**src/rtl/wide_add_seq.sv**
```systemverilog
// wide_add_seq: multi-word adder that reuses one 32-bit CLA slice, one word per cycle

// Parallel-prefix carry-lookahead adder for one 32-bit word.
module cla_32bits (
    input  logic [31:0] a,
    input  logic [31:0] b,
    input  logic        ci,
    output logic [31:0] s,
    output logic        co
);
    logic [31:0] g [6];
    logic [31:0] p [6];
    logic [32:0] c;

    // Kogge-Stone prefix: level l combines spans 2^l apart; g[5][i]/p[5][i] cover bits i..0
    always_comb begin
        g[0] = a & b;
        p[0] = a ^ b;
        for (int l = 0; l < 5; l++) begin
            for (int i = 0; i < 32; i++) begin
                g[l+1][i] = (i >= (1 << l)) ? g[l][i] | (p[l][i] & g[l][i-(1<<l)]) : g[l][i];
                p[l+1][i] = (i >= (1 << l)) ? p[l][i] & p[l][i-(1<<l)] : p[l][i];
            end
        end
        c[0] = ci;
        for (int i = 0; i < 32; i++) c[i+1] = g[5][i] | (p[5][i] & ci);
        s  = p[0] ^ c[31:0];
        co = c[32];
    end
endmodule

module wide_add_seq #(
    parameter int WIDTH = 32,
    parameter int WORDS = 4
) (
    input  logic                   clk,
    input  logic                   rst_n,
    input  logic                   in_valid,
    output logic                   in_ready,
    input  logic [WIDTH*WORDS-1:0] a,
    input  logic [WIDTH*WORDS-1:0] b,
    input  logic                   ci,
    output logic                   out_valid,
    input  logic                   out_ready,
    output logic [WIDTH*WORDS-1:0] s,
    output logic                   co,
    output logic                   ovf
);
    localparam int N  = WIDTH * WORDS;
    localparam int IW = $clog2(WORDS);

    typedef enum logic [1:0] {IDLE, RUN, DONE} state_t;

    state_t           state, state_nxt;
    logic [N-1:0]     a_q, b_q, cat;
    logic [N-WIDTH-1:0] acc;
    logic             carry, last, slice_co;
    logic [IW-1:0]    idx;
    logic [WIDTH-1:0] slice_s;

    // Operands shift right each RUN cycle so the slice always sees the current word at bit 0
    cla_32bits u_cla (
        .a  (a_q[WIDTH-1:0]),
        .b  (b_q[WIDTH-1:0]),
        .ci (carry),
        .s  (slice_s),
        .co (slice_co)
    );

    assign last = idx == IW'(WORDS - 1);
    assign cat  = {slice_s, acc};

    // State register
    always_ff @(posedge clk or negedge rst_n) begin
        if (!rst_n) state <= IDLE;
        else        state <= state_nxt;
    end

    // Next state and handshake outputs; in_ready is gated by rst_n so it reads 0 during reset
    always_comb begin
        state_nxt = state;
        in_ready  = rst_n && state == IDLE;
        out_valid = state == DONE;
        state_nxt = state == IDLE ? (in_valid ? RUN : IDLE) :
                    state == RUN  ? (last ? DONE : RUN) :
                                    (out_ready ? IDLE : DONE);
    end

    // Datapath: latch on accept, add one word per RUN cycle, publish result on the last word
    always_ff @(posedge clk or negedge rst_n) begin
        if (!rst_n) begin
            a_q   <= '0;
            b_q   <= '0;
            acc   <= '0;
            carry <= 1'b0;
            idx   <= '0;
            s     <= '0;
            co    <= 1'b0;
            ovf   <= 1'b0;
        end else if (state == IDLE && in_valid) begin
            a_q   <= a;
            b_q   <= b;
            carry <= ci;
            idx   <= '0;
        end else if (state == RUN) begin
            a_q   <= a_q >> WIDTH;
            b_q   <= b_q >> WIDTH;
            acc   <= cat[N-1:WIDTH];
            carry <= slice_co;
            idx   <= last ? idx : idx + 1'b1;
            if (last) begin
                s   <= cat;
                co  <= slice_co;
                ovf <= (a_q[WIDTH-1] == b_q[WIDTH-1]) && (slice_s[WIDTH-1] != a_q[WIDTH-1]);
            end
        end
    end
endmodule

```
**config.mk**
```make
export PLATFORM = sky130hd
export DESIGN_NAME = wide_add_seq
export DESIGN_NICKNAME = d
export VERILOG_FILES = /design/src/rtl/wide_add_seq.sv
export SDC_FILE = /design/constraint.sdc
export NUM_CORES = 1
export LEC_CHECK = 0
export CAP_MARGIN = 10
export CORE_MARGIN = 2
export CORE_UTILIZATION = 56
export DETAILED_ROUTE_END_ITERATION = 8
export PLACE_DENSITY = 0.85
export REMOVE_ABC_BUFFERS = 1
export SYNTH_ARGS = -nofsm -noshare
export SYNTH_HDL_FRONTEND = slang
export SYNTH_SLANG_ARGS = --single-unit
```
**constraint.sdc**
```tcl
create_clock -name clk -period 4.7 [get_ports clk]
set_clock_uncertainty 0.05 [all_clocks]
set_input_delay 0.47 -clock clk [delete_from_list [all_inputs] [get_ports clk]]
set_output_delay 0.47 -clock clk [all_outputs]
set_load 0.01 [all_outputs]
```
==> flow_summary.yaml <==
outcome:
  status: "completed"
logic_synthesis:
  synthArstFlopShare_pct: 100
  postSynthCellCount: 2033
  ys_warn_count: 0
  synth_edf_count: 0
  yosysSeqAreaShare_pct: 59.8
  ys_ff_latch: 487
  synth_ff_type: "dfrtp_1"
  syn_area_per_cell_um2: 10.0
  synth_cell_types: 46
  synth_area_um2: 20400
final_layout:
  fin_area_um2: 26200
  seqCellArea_um2: 12200
  fin_nets: 2660
  multiInputGateArea_um2: 7730
  layout_common_cells: "nand2_1 (792), dfrtp_1 (487), clkdlybuf4s50_1 (391)"
  fillers: 2448
  fin_util_pct: 73.3
  drive_gt1_share_pct: 8.27
  layout_commonest_cell: "nand2_1"
  area_delta_synth_final_pct: 28.5
global_routing:
  overflow: 0
  antenna_found_initial: 3
  grt_max_degree: 239
  grt_use_total_pct: 28.5
  first_global_vias: 16200
  grt_pass1_wl_mm: 86.6
setup_path:
  cp-end-kind: "register"
  reg2reg_from: "a_q[19]"
  reg2reg_slack_ns: 1.82
  cp_max_fo: 6
  r2r_cells: 9
  worstPathArrival_ns: 3.29
  crit_type: "register to register"
  worstPathRequired_ns: 5.11
  cp-start-kind: "register"
  rr_endpoint: "s[126]"
die:
  start_util_pct: 57.0
  fp.dieW_um: 195
  core.rowCount: 69
  core_area_um2: 35700
  dieArea_um2: 38000
  die_h_um: 195
  ios: 393
routing:
  drtAntennaViolNets: 0
  vias_per_cell: 5.64
  drt_pass1_iterations: 5
  routedWlPerCell_um: 18.7
  drcViolationCount: 0
  routed_wl_mm: 53.5
  vias: 16100
  initialDrtViolationCount: 1240
timing:
  hold_viol: 0
  slew_headroom_pct: 24.3
  rsz0062_at_grt: "no"
  drv_slew: 0
  worstMarginPinSlew_ns: 1.14
  period_share_pct: 61.4
  fin_ws_ns: 1.82
  setup_viol: 0
  finalCriticalPeriod_ns: 2.88
  max_freq_mhz: 347
  hold-worst-slack_ns: 0.358
placed_design:
  pre_cts_slack_ns: 1.89
  gp_congestion: 0.912
  place_area_um2: 24700
  hpwl_mm: 35.6
  port-buffer-count: 392
clock_tree:
  clock_sinks: 487
  cts_repair_resize_count: 0
  cts.reportedPaths.clkPinSlew_ns: 0.06
  clockBufferDepth: 3
  post-cts-setup-buffers: 0
  cts-root-buf: "clkbuf_16"
  clk_latency_ns: 0.56
  htreeDepth: 2
  cts_made_buffers: 48
  cts_tree: "done"
pwr:
  leakage_uw: 0.0124
  ir_drop_v: 0.000597
  finalPower_uw: 19700
  power_density_nw_per_um2: 753
flow_run:
  maxCapViolCount: 0
worst_hold_path:
  worstHoldPathType: "input pin to asynchronous set/reset pin"
==> synth_stat cells, types with 2 or more instances <==
master    instances  share of area, %
xor2_1           14              0.60
nand4_1           6              0.18
inv_1             9              0.17
nor2b_1           2             0.061
mux2_2           98               5.4
nor2_1           26              0.48
a31oi_1           4              0.12
nand2_1         794                15
nor3_1            5              0.12
a21oi_2           3              0.13
xnor2_1          13              0.56
a21o_1            6              0.22
and2_1            3             0.092
o21ai_1           7              0.17
o21a_1            6              0.22
a211oi_1          2             0.074
a221oi_1          2             0.086
ha_1             33               2.0
a21oi_1          27              0.66
o21ai_0         132               3.2
and3_1            2             0.061
a22oi_1         193               7.1
dfrtp_1         487                60
o31ai_1           8              0.29
or2_2             2             0.061
clkbuf_1        124               2.3
o21bai_1          4              0.15
or3_1             3             0.092
==> worst max path at each step <==
stage | start | endpoint | cells after the start | slack [ns]
4_1_cts | a_q[0] | co | 9 | 1.88
5_1_grt | a_q[0] | carry | 9 | 1.69
3_3_place_gp | a_q[0] | s[127] | 9 | 1.94
2_1_floorplan | state[1] | carry | 4 | -20.28
3_5_place_dp | a_q[0] | co | 9 | 1.89
6_report | a_q[19] | s[126] | 9 | 1.82
==> stage by stage <==
stage / std cells / setup TNS (ns)
2_1_floorplan: 1908 / -5922.06
3_3_place_gp: 2775 / 0
3_5_place_dp: 2775 / 0
4_1_cts: 2855 / 0
5_1_grt: 2858 / 0
6_report: 2858 / 0
==> per-layer routing <==
metal / GRT usage, % / vias up / share of wire (%)
met5: 0 / - / 0
met4: 12.9 / 0 / 4.1
met3: 5.12 / 133 / 6.1
met2: 45.7 / 570 / 49
met1: 38.3 / 7888 / 41
li1: - / 7534 / -
==> final cells by class <==
cell class	instances	share of cell area, %
tap	461	2.20
clock buffer	70	5.33
multi-input combinational	1412	29.5
inverter	9	0.129
sequential	487	46.5
timing repair buffer	407	15.8
clock inverter	9	0.468
antenna	3	0.0287
==> power by group <==
part           internal [uW]  switching [uW]
Sequential              6170            1200
Clock                   2200            1550
Combinational           3490            5110
==> flip-flops by register name (all words and copies together) (netlist names) <==
| register | count |
|---|---|
| acc | 96 |
| a_q | 128 |
| s | 128 |
| ovf | 1 |
| idx | 2 |
| b_q | 128 |
| carry | 1 |
| co | 1 |
| state | 2 |
==> critical path: stages (launching register included) <==
cell and delay, ns:
dfrtp_1 0.39, ha_1 0.41, nand4_1 0.14, nor2_1 0.30
nand4_1 0.20, nor3_1 0.43, o21ai_0 0.26, a21boi_1 0.25
nor3_1 0.10, o31ai_1 0.26
==> timing repair <==
item,4_1_cts,5_1_grt
hold endpoints to repair,46,0
setup endpoints to repair,0,0
hold buffers,1,0
==> kinds of logic after synthesis <==
logic type / Yosys count / synth area share, %
simple gates: 849 / 16.0
flops: 487 / 59.8
compound gates: 404 / 13.1
buf+inv: 134 / 2.47
mux: 98 / 5.41
fa+ha+maj: 34 / 2.12
xor+xnor: 27 / 1.16
(Power assumes the default switching activity.)
